**config.mk**
```make
export PLATFORM = sky130hd
export DESIGN_NAME = desp_sprite_fetch
export DESIGN_NICKNAME = d
export VERILOG_FILES = /design/src/rtl/desp_sprite_fetch.sv
export SDC_FILE = /design/constraint.sdc
export NUM_CORES = 1
export LEC_CHECK = 0
export CORE_ASPECT_RATIO = 2
export CORE_UTILIZATION = 38
export CTS_CLUSTER_SIZE = 28
export DETAILED_ROUTE_END_ITERATION = 6
export GPL_TIMING_DRIVEN = 0
export PLACE_DENSITY = 0.82
export SYNTH_ARGS = -nofsm -noshare
export SYNTH_HDL_FRONTEND = slang
export SYNTH_SLANG_ARGS = --single-unit
```
**constraint.sdc**
```tcl
create_clock -name clock -period 4.4 [get_ports clock]
set_input_delay 0.88 -clock clock [delete_from_list [all_inputs] [get_ports clock]]
set_output_delay 0.88 -clock clock [all_outputs]
set_load 0.03 [all_outputs]
```
**src/rtl/desp_sprite_fetch.sv**
```systemverilog
// desp_sprite_fetch: per-pixel fetch stage for the nine 64x64 4-bit fighter
// sprite ROMs. Tests the beam against the fighter box, forms the shared ROM
// address (optionally mirrored), picks the active pose's ROM nibble, and
// latches the pose once per frame with attack-hold and dead-sticky rules.
//
// Ports:
//   clock, reset_n         pixel clock, async active-low reset
//   frame_start            one-cycle pulse at start of vertical blank
//   draw_x, draw_y         beam position
//   pos_x, pos_y           sprite top-left
//   pose_req, facing_left  requested pose, horizontal mirror
//   rom_addr               registered address to all ROMs
//   rom_q                  packed ROM outputs, pose p at [4p+3:4p]
//   pix_idx, pix_valid     palette index and opaque flag, 3-cycle latency
//   pose_active            pose latched for the current frame
module desp_sprite_fetch #(
  parameter int unsigned SPR_W       = 64,
  parameter int unsigned SPR_H       = 64,
  parameter int unsigned HOLD_FRAMES = 12
) (
  input  logic        clock,
  input  logic        reset_n,
  input  logic        frame_start,
  input  logic [9:0]  draw_x,
  input  logic [9:0]  draw_y,
  input  logic [9:0]  pos_x,
  input  logic [9:0]  pos_y,
  input  logic [3:0]  pose_req,
  input  logic        facing_left,
  output logic [11:0] rom_addr,
  input  logic [35:0] rom_q,
  output logic [3:0]  pix_idx,
  output logic        pix_valid,
  output logic [3:0]  pose_active
);

  localparam int unsigned HW     = $clog2(HOLD_FRAMES);
  localparam logic [10:0] W11    = 11'(SPR_W);
  localparam logic [10:0] H11    = 11'(SPR_H);
  localparam logic [3:0]  P_DEAD = 4'd8;

  typedef enum logic [1:0] {ST_LATCH, ST_HOLD, ST_DEAD} state_t;

  state_t         state_q, state_d;
  logic [HW-1:0]  hold_cnt_q, hold_cnt_d;
  logic [3:0]     pose_q, pose_d;

  logic [11:0]    rom_addr_q, rom_addr_d;
  logic           in1_q, in1_d;
  logic [3:0]     tag1_q;
  logic           in2_q;
  logic [3:0]     tag2_q;
  logic [3:0]     pix_idx_q, pix_idx_d;
  logic           pix_valid_q, pix_valid_d;

  logic [10:0]    bx, by, px, py;
  logic [9:0]     dx, dy;
  logic [5:0]     col;

  // Stage 1: hit test in 11 bits so boxes past the right/bottom edge clip
  always_comb begin
    bx = {1'b0, draw_x};
    by = {1'b0, draw_y};
    px = {1'b0, pos_x};
    py = {1'b0, pos_y};
    dx = draw_x - pos_x;
    dy = draw_y - pos_y;
    in1_d = (bx >= px) && (bx < px + W11) && (by >= py) && (by < py + H11);
    col = facing_left ? ~dx[5:0] : dx[5:0];
    rom_addr_d = in1_d ? {dy[5:0], col} : '0;
  end

  // Stage 3: select the nibble of the pose tagged with this pixel
  always_comb begin
    pix_idx_d = '0;
    if (in2_q) begin
      for (int unsigned p = 0; p < 9; p++) begin
        if (tag2_q == 4'(p)) pix_idx_d = rom_q[4*p +: 4];
      end
    end
    pix_valid_d = in2_q && (pix_idx_d != '0);
  end

  // Pose latch: a dead request overrides an attack hold
  always_comb begin
    state_d    = state_q;
    hold_cnt_d = hold_cnt_q;
    pose_d     = pose_q;
    if (frame_start) begin
      if (state_q != ST_DEAD && pose_req == P_DEAD) begin
        state_d    = ST_DEAD;
        pose_d     = P_DEAD;
        hold_cnt_d = '0;
      end else begin
        case (state_q)
          ST_HOLD: begin
            hold_cnt_d = hold_cnt_q - HW'(1);
            if (hold_cnt_q == HW'(1)) state_d = ST_LATCH;
          end
          ST_LATCH: begin
            if (pose_req < P_DEAD) begin
              pose_d = pose_req;
              if (pose_req >= 4'd5) begin
                hold_cnt_d = HW'(HOLD_FRAMES - 1);
                state_d    = ST_HOLD;
              end
            end
          end
          default: ;
        endcase
      end
    end
  end

  always_ff @(posedge clock or negedge reset_n) begin
    if (!reset_n) begin
      state_q     <= ST_LATCH;
      hold_cnt_q  <= '0;
      pose_q      <= '0;
      rom_addr_q  <= '0;
      in1_q       <= 1'b0;
      tag1_q      <= '0;
      in2_q       <= 1'b0;
      tag2_q      <= '0;
      pix_idx_q   <= '0;
      pix_valid_q <= 1'b0;
    end else begin
      state_q     <= state_d;
      hold_cnt_q  <= hold_cnt_d;
      pose_q      <= pose_d;
      rom_addr_q  <= rom_addr_d;
      in1_q       <= in1_d;
      // tag takes the pose before any same-edge frame_start update, so
      // pixels already in flight keep the colour of the pose they started with
      tag1_q      <= pose_q;
      in2_q       <= in1_q;
      tag2_q      <= tag1_q;
      pix_idx_q   <= pix_idx_d;
      pix_valid_q <= pix_valid_d;
    end
  end

  assign rom_addr    = rom_addr_q;
  assign pix_idx     = pix_idx_q;
  assign pix_valid   = pix_valid_q;
  assign pose_active = pose_q;

endmodule

```
; ---- Word-level counts from Yosys, hierarchy flattened
; Index checks and enable logic that the tools add are counted.
[word_totals]
word_cells = 75
out_inout_bits = 21
in_bits = 84
reg_bits = 37
[op_classes]
addsub = 5
n_eq_ne = 15
bitwise = 1
reduce_logical = 14
order_cmp = 6
n_mux = 24
[ops]
columns = operator, n
row1 = $mux W4, 16
row2 = $add A10 B7 Y11 const B, 2
row3 = $lt A10 B11 Y1, 2
row4 = $ge A10 B10 Y1, 2
row5 = $eq A4 B3 Y1 const B, 4
row6 = $mux W12, 1
row7 = $sub A6 B6 Y6, 2
row8 = $ne A3 B3 Y1 const B, 3
row9 = $eq A4 B1 Y1 const B, 2
row10 = $eq A4 B2 Y1 const B, 2
row11 = $eq A4 B4 Y1 const B, 2
row12 = $mux W2, 4
row13 = $pmux W4 S2, 1
row14 = $mux W6, 1
row15 = $not A6 Y6, 1
row16 = $logic_and A1 B1 Y1, 5
row17 = $reduce_and A5 Y1, 1
row18 = $ge A4 B3 Y1 const B, 1
row19 = $logic_not A4 Y1, 1
row20 = $lt A4 B4 Y1 const B, 1
row21 = $pmux W2 S2, 1
row22 = $reduce_and A4 Y1, 1
row23 = $reduce_bool A2 Y1, 2
row24 = $reduce_bool A4 Y1, 1
row25 = 6 further kinds, 6

; ---- Logic depth before layout (Yosys ltp)
; Gate-level depths: netlist of the first run.
[depth]
word_depth = 13
depth_mapped = 10

; ---- Worst setup path after synthesis of the first run
; No wires, ideal clock.
[synth_timing]
path_type = input port to flip-flop
from = in draw_x[0]
to = reg rom_addr_q[10] (netlist: rom_addr[10])
n_path_buf = 1
arrival_time_ps = 2509
slack_ps = 1753
cell_stages = 9
required_time_ps = 4262
path_cell_list = inv_1 -> ha_1 -> inv_1 -> fa_1 -> a31oi_1 -> a311oi_1 -> o311ai_2 -> buf_2 -> nor4_1
[synth_between]
elab_chain_len = 5
elab_cells_between_ends = 6
[synth_lines]
columns = element, line_no
row1 = from (decl), 24  ; input logic [9:0] draw_x,
row2 = $lt A10 B11 Y1 / $ge A10 B10 Y1 (equally long branches), 68  ; in1_d = (bx >= px) && (bx < px + W11) && (by >= py) && (by < py + H11);
row3 = $logic_and A1 B1 Y1 (*) (3 in series), 68
row4 = $mux W12 (*), 70  ; rom_addr_d = in1_d ? {dy[5:0], col} : '0;
row5 = named net rom_addr_d[10], 48  ; logic [11:0] rom_addr_q, rom_addr_d;
row6 = to (signal assigned), 131  ; rom_addr_q <= rom_addr_d;
row7 = to (decl), 48
; Mark *: on every way through the listed nets, which the timed path passes. The rest lies on a longest branch.
; A chain may end at the register's enable or synchronous reset.

; ---- Final worst setup path of the first run
[layout_timing]
from = in pos_y[0]
to = reg rom_addr_q[4] (netlist: rom_addr[4])
[layout_between]
elab_chain_len = 4
elab_cells_between_ends = 6
[layout_lines]
columns = element, line_no
row1 = from (decl), 27  ; input logic [9:0] pos_y,
row2 = $add A10 B7 Y11 / $ge A10 B10 Y1 (equally long branches), 68
row3 = $lt A10 B11 Y1 / $logic_and A1 B1 Y1 (equally long branches), 68
row4 = $logic_and A1 B1 Y1 (*), 68
row5 = $mux W12 (*), 70
row6 = named net rom_addr_d[4], 48
; Marks and branches as above.

==> results of run 1 <==
power by group:
group / internal [uW] / switching, uW
logic: 147 / 130
registers: 350 / 3.31
clock network: 323 / 134
total: 820 / 266
state kept, by name, summed over array words and instances, names as in the netlist:
name / flops
rom_addr: 12
hold_cnt_q: 4
pix_idx: 4
pose_active: 4
tag1_q: 4
tag2_q: 4
state_q: 2
in1_q: 1
in2_q: 1
pix_valid: 1
critical path: stages:
cell and delay, ns:
clkdlybuf4s50_1 0.45, ha_1 0.16, inv_1 0.06, fa_1 0.40, a21o_1 0.18, a21oi_1 0.22
o2111ai_1 0.21, o21ai_0 0.26, clkbuf_1 0.38, nor4_1 0.13
layout by cell type (no fill, tap or decap), types with 3 or more instances in the layout:
cell             instances
mux2i_1                  7
a21o_1                   5
nor2_1                  15
buf_2                    4
ha_1                    32
mux2_2                   3
o21ai_0                 11
xnor2_1                 13
clkbuf_1                 5
nand2b_1                 6
a22o_1                   3
nor2b_1                  9
nand4_1                  3
o21a_1                   3
a21oi_1                 15
nor3_1                   9
clkdlybuf4s50_1        102
nor4_1                  12
dfrtp_1                 37
nand2_1                 10
xor2_1                   4
clkbuf_16                5
nand3_1                 13
inv_1                   34
metrics by stage:
| step | cell area [sq um] | setup WS (ns) | total power (uW) | hold slack, ns | std cells |
|---|---|---|---|---|---|
| floorplan | 2780 | 1.75 | 501 | 0.331 | 297 |
| global placement | 3920 | 0.971 | 628 | 0.334 | 490 |
| detailed placement | 3920 | 0.922 | 635 | 0.335 | 490 |
| CTS | 4110 | 1.22 | 1100 | 0.347 | 498 |
| global route | 4110 | 1.11 | 1140 | 0.350 | 498 |
| finish | 4110 | 1.20 | 1090 | 0.346 | 498 |
worst paths after layout:
path	startpoint	end	slack (ns)	cells after the start
setup / recovery	pos_y[0]	rom_addr[4]$_DFF_PN0_	1.20	10
hold / removal	tag1_q[2]$_DFF_PN0_	tag2_q[2]$_DFF_PN0_	0.35	0
setup reg to reg	tag2_q[2]$_DFF_PN0_	pix_valid$_DFF_PN0_	2.39	6
hold reg to reg	tag1_q[2]$_DFF_PN0_	tag2_q[2]$_DFF_PN0_	0.35	0
max in group asynchronous	reset_n	pix_idx[2]$_DFF_PN0_	3.20	1
min in group asynchronous	reset_n	pose_active[0]$_DFFE_PN0P_	0.69	1
layer usage:
layer	up-vias	track usage (%)	part of all wire [%]
met2	115	41.9	58
met1	1251	16.5	32
met5	-	0	0
li1	1291	-	-
met3	12	5.54	6.9
met4	0	9.16	2.7
logic make-up after synthesis:
kind of cell	Yosys count	synth area share (%)
AO/OA/AOI/OAI	63	15.9
XOR/XNOR	17	5.36
adder cells (fa/ha/maj)	34	15.8
buffers and inverters	45	6.75
flip-flops	37	33.3
multiplexers	12	5.36
AND/OR/NAND/NOR	89	17.5
cell type report:
| class | count | area [sq um] | share of cell area, % |
|---|---|---|---|
| Clock inverter | 3 | 65.1 | 1.58 |
| Sequential cell | 37 | 926 | 22.5 |
| Tap cell | 90 | 113 | 2.74 |
| Clock buffer | 5 | 125 | 3.05 |
| Multi-Input combinational cell | 215 | 1670 | 40.5 |
| Timing Repair Buffer | 103 | 1030 | 25.0 |
| Inverter | 34 | 128 | 3.11 |
| Buffer | 11 | 60.1 | 1.46 |
==> results.sh, run 1 <==
export IMPL_yosysTopAreaCellShare_pct=33.3
export IMPL_dr_pass1_iters=4
export IMPL_grt_pass1_wl_mm=12.0
export IMPL_avgSynthCellArea_sq_um=9.36
export IMPL_clock_path_buffers=2
export IMPL_power_density_mw_per_mm2=264
export IMPL_synth_area_top_cells="dfrtp_1, ha_1, inv_1"
export IMPL_ant_nets=0
export IMPL_slew_violations=0
export IMPL_drive_gt1_share_pct=5.64
export IMPL_max_cap_violations=0
export IMPL_min_period_over_period_pct=72.8
export IMPL_ys_flop_type="dfrtp_1"
export IMPL_io_pins=105
export IMPL_fin_util_pct=58.7
export IMPL_final_setup_tns_ns=0
export IMPL_rsz0062_at_grt="false"
export IMPL_diodes=0
export IMPL_setup_viol=0
export IMPL_antenna_found_initial=0
export IMPL_synth_most_common_cell="dfrtp_1"
export IMPL_die_w_um=62.5
export IMPL_placementRows=43
export IMPL_wl_per_cell_um=14.7
export IMPL_synth_nets=415
export IMPL_syn_inst=297
export IMPL_grt_max_degree=38
export IMPL_dp_hpwl_mm=6.16
export IMPL_fill_cells=629
export IMPL_yosysTopAreaCell="dfrtp_1"
export IMPL_hold_buffers=0
export IMPL_via_per_inst=5.36
export IMPL_clockRootBuffer="clkbuf_16"
export IMPL_p_leak_uw=0.00185
export IMPL_routed_wl_mm=7.33
export IMPL_die_y_um=123
export IMPL_yosysWarnings=0
export IMPL_worst_pin_slew_ns=1.06
export IMPL_cts_resized_gates=0
export IMPL_grt_remaining_overflow=0
export IMPL_die_area_sq_mm=0.00768
export IMPL_fin_nets=525
export IMPL_ys_ff_latch=37
export IMPL_yosysUniqueCellTypes=55
export IMPL_slew_headroom_pct=28.0
export IMPL_required_ns=4.54
export IMPL_start_util_pct=39.7
export IMPL_period_needed_ns=3.20
export IMPL_synth_cell_area_sq_mm=0.00278
export IMPL_synth_edf_count=0
export IMPL_grt_util_all_layers_pct=20.1
export IMPL_timing_fmax_ghz=0.312
export IMPL_core_region_area_sq_mm=0.00699
export IMPL_drc=0
export IMPL_cts_tree="done"
export IMPL_hold_class="reg -> reg"
export IMPL_place_gp_congestion=0.880
export IMPL_post_cts_setup_buffer_count=0
export IMPL_clock_skew_ns=0.00256
export IMPL_insertion_delay_ns=0.28
export IMPL_hold_viol_final=0
export IMPL_seq_area_frac_synth_pct=33.3
export IMPL_portBuffers=103
export IMPL_synthArstFlopShare_pct=100
export IMPL_cts_reportedPaths_clkPinSlew_ns=0.06
export IMPL_start_kind="primary input"
export IMPL_synth_common_cells="dfrtp_1, inv_1, ha_1"
export IMPL_vias=2669
export IMPL_arrival_ns=3.34
export IMPL_drtIter0Drc=104
export IMPL_grt_pass1_vias=2853
export IMPL_htreeDepth=2
export IMPL_ir_worst_vdd_mv=0.212
export IMPL_area_delta_synth_final_pct=47.8
export IMPL_crit_type="in -> reg"
export IMPL_numCtsBuffers=5
export IMPL_outcome="finished clean"
export IMPL_endpoint_kind="register"
export IMPL_critical_path_max_fanout=10
export IMPL_clock_sinks=37
(Power assumes the default switching activity.)
==> inputs of run 2 (changes only) <==
--- a/config.mk
+++ b/config.mk
@@ -10,7 +10,7 @@
 export CTS_CLUSTER_SIZE = 28
 export DETAILED_ROUTE_END_ITERATION = 6
 export GPL_TIMING_DRIVEN = 0
-export PLACE_DENSITY = 0.82
+export PLACE_DENSITY = 0.84
 export SYNTH_ARGS = -nofsm -noshare
 export SYNTH_HDL_FRONTEND = slang
 export SYNTH_SLANG_ARGS = --single-unit
==> constraint.sdc (replaced) <==
create_clock -name clock -period 2.78 [get_ports clock]
set_input_delay 0.556 -clock clock [delete_from_list [all_inputs] [get_ports clock]]
set_output_delay 0.556 -clock clock [all_outputs]
set_load 0.03 [all_outputs]
==> run 2 against run 1 <==
  * Die area unchanged
  * Total power increased by 51%
  * Combinational power increased by 61%
  * Critical path type unchanged
  * Highest routed layer unchanged
==> results.sh, run 2 (same netlist as run 1, synthesis figures left out) <==
export IMPL_mostFrequentLayoutCell="clkdlybuf4s50_1"
export IMPL_core_region_area_sq_mm=0.00699
export IMPL_critical_path_max_fanout=10
export IMPL_dr_pass1_iters=4
export IMPL_fin_area_sq_mm=0.00410
export IMPL_htreeDepth=2
export IMPL_diodes=0
export IMPL_hold_viol_final=0
export IMPL_die_area_sq_mm=0.00768
export IMPL_ir_worst_vdd_mv=0.247
export IMPL_drive_gt1_share_pct=6.37
export IMPL_wl_per_cell_um=14.8
export IMPL_clockPowerShare_pct=38.9
export IMPL_place_gp_congestion=0.881
export IMPL_p_leak_uw=0.00185
export IMPL_clock_path_buffers=2
export IMPL_antenna_found_initial=0
export IMPL_required_ns=2.93
export IMPL_dp_hpwl_mm=6.13
export IMPL_timing_fmax_ghz=0.365
export IMPL_clock_skew_ns=0.00684
export IMPL_grt_util_all_layers_pct=20.0
export IMPL_p_seq_share_pct=34.0
export IMPL_power_density_mw_per_mm2=401
export IMPL_rsz0062_at_grt="true"
export IMPL_die_w_um=62.5
export IMPL_via_per_inst=5.35
export IMPL_dpl_cell_area_sq_mm=0.00392
export IMPL_endpoint_kind="register"
export IMPL_period_needed_ns=2.74
export IMPL_io_pins=105
export IMPL_setup_viol=0
export IMPL_placementRows=43
export IMPL_fill_cells=598
export IMPL_insertion_delay_ns=0.28
export IMPL_routed_wl_mm=7.37
export IMPL_numCtsBuffers=5
export IMPL_die_y_um=123
export IMPL_portBuffers=103
export IMPL_outcome="finished clean"
export IMPL_largest_reg_flops=12
export IMPL_max_cap_violations=0
export IMPL_crit_type="in -> reg"
export IMPL_fin_util_pct=58.6
export IMPL_area_delta_synth_final_pct=47.5
export IMPL_grt_pass1_vias=2797
export IMPL_drtIter0Drc=107
export IMPL_cts_tree="done"
export IMPL_clockRootBuffer="clkbuf_16"
export IMPL_layout_common_cells="clkdlybuf4s50_1, dfrtp_1, inv_1, ha_1"
export IMPL_start_kind="primary input"
export IMPL_cts_reportedPaths_clkPinSlew_ns=0.06
export IMPL_slew_violations=0
export IMPL_drc=0
export IMPL_start_util_pct=39.7
export IMPL_p_int_uw=1210
export IMPL_worst_pin_slew_ns=1.03
export IMPL_min_period_over_period_pct=98.5
export IMPL_fin_nets=525
export IMPL_arrival_ns=2.89
export IMPL_switching_share_pct=26.2
export IMPL_grt_pass1_wl_mm=12.2
export IMPL_ant_nets=0
export IMPL_grt_remaining_overflow=0
export IMPL_clock_sinks=37
export IMPL_hold_class="reg -> reg"
export IMPL_pwr_share_comb_pct=27.1
export IMPL_vias=2666
export IMPL_slew_headroom_pct=30.5
export IMPL_switchingPower_uw=430
export IMPL_grt_max_degree=38
## run 2: final timing paths
check	start	to	slack, ns	depth (start not counted)
min in group asynchronous	reset_n	tag2_q[2]$_DFF_PN0_	0.36	1
min reg2reg	tag1_q[1]$_DFF_PN0_	tag2_q[1]$_DFF_PN0_	0.35	0
max reg2reg	tag2_q[2]$_DFF_PN0_	pix_valid$_DFF_PN0_	0.68	6
max in group asynchronous	reset_n	pix_idx[1]$_DFF_PN0_	1.91	1
max	pos_x[0]	rom_addr[5]$_DFF_PN0_	0.04	9
min	tag1_q[1]$_DFF_PN0_	tag2_q[1]$_DFF_PN0_	0.35	0
## run 2: power groups by stage
| stage | registers, uW | clock network [uW] | logic (uW) |
|---|---|---|---|
| final | 559 | 640 | 445 |
| after global routing | 560 | 688 | 486 |
| after CTS | 559 | 655 | 442 |
| after detailed placement | 569 | 0 | 437 |
| after global placement | 568 | 0 | 424 |
| after floorplan | 593 | 0 | 201 |
## run 2: what timing repair did
action                                  CTS  global route
endpoints found under the hold margin     0             0
buffers inserted                          0             0
hold buffers                              0             0
pin swaps                                 0             0
cloned                                    0             0
endpoints found under the setup margin   10            10
resized for setup                         2             7
## run 2: worst max-delay path: stages
cell and delay (ns):
clkdlybuf4s50_1 0.47, ha_1 0.17, inv_1 0.06, fa_1 0.40
a31oi_1 0.28, a311oi_1 0.19, o311ai_2 0.42, buf_4 0.26
nor4_1 0.08
## run 2: final cells by class
type                       instances  area [sq um]  area share [%]
inverter                          34           128            3.11
buffer                            11          67.6            1.65
clock buffer                       5           125            3.05
tap                               90           113            2.75
sequential                        37           926            22.6
multi-input combinational        215          1670            40.7
timing repair buffer             103          1030            25.0
clock inverter                     3          46.3            1.13
## run 2: per-stage QoR
stage / hold WS (ns) / setup slack, ns / cells / power [uW] / setup TNS, ns
floorplan: 0.260 / 0.457 / 297 / 793 / 0
global placement: 0.335 / -0.387 / 490 / 992 / -3.78
detailed placement: 0.335 / -0.470 / 490 / 1010 / -4.54
CTS: 0.349 / 0.000810 / 498 / 1660 / 0
global route: 0.352 / -0.0110 / 498 / 1730 / -0.0313
finish: 0.348 / 0.0414 / 498 / 1640 / 0
## run 2: metal layers
metal | track usage (%) | vias up | wire length, um
met4 | 8.58 | 0 | 241
met5 | 0 | - | 0
met3 | 5.07 | 22 | 477
met1 | 17.0 | 1225 | 2420
li1 | - | 1291 | -
met2 | 41.8 | 128 | 4230
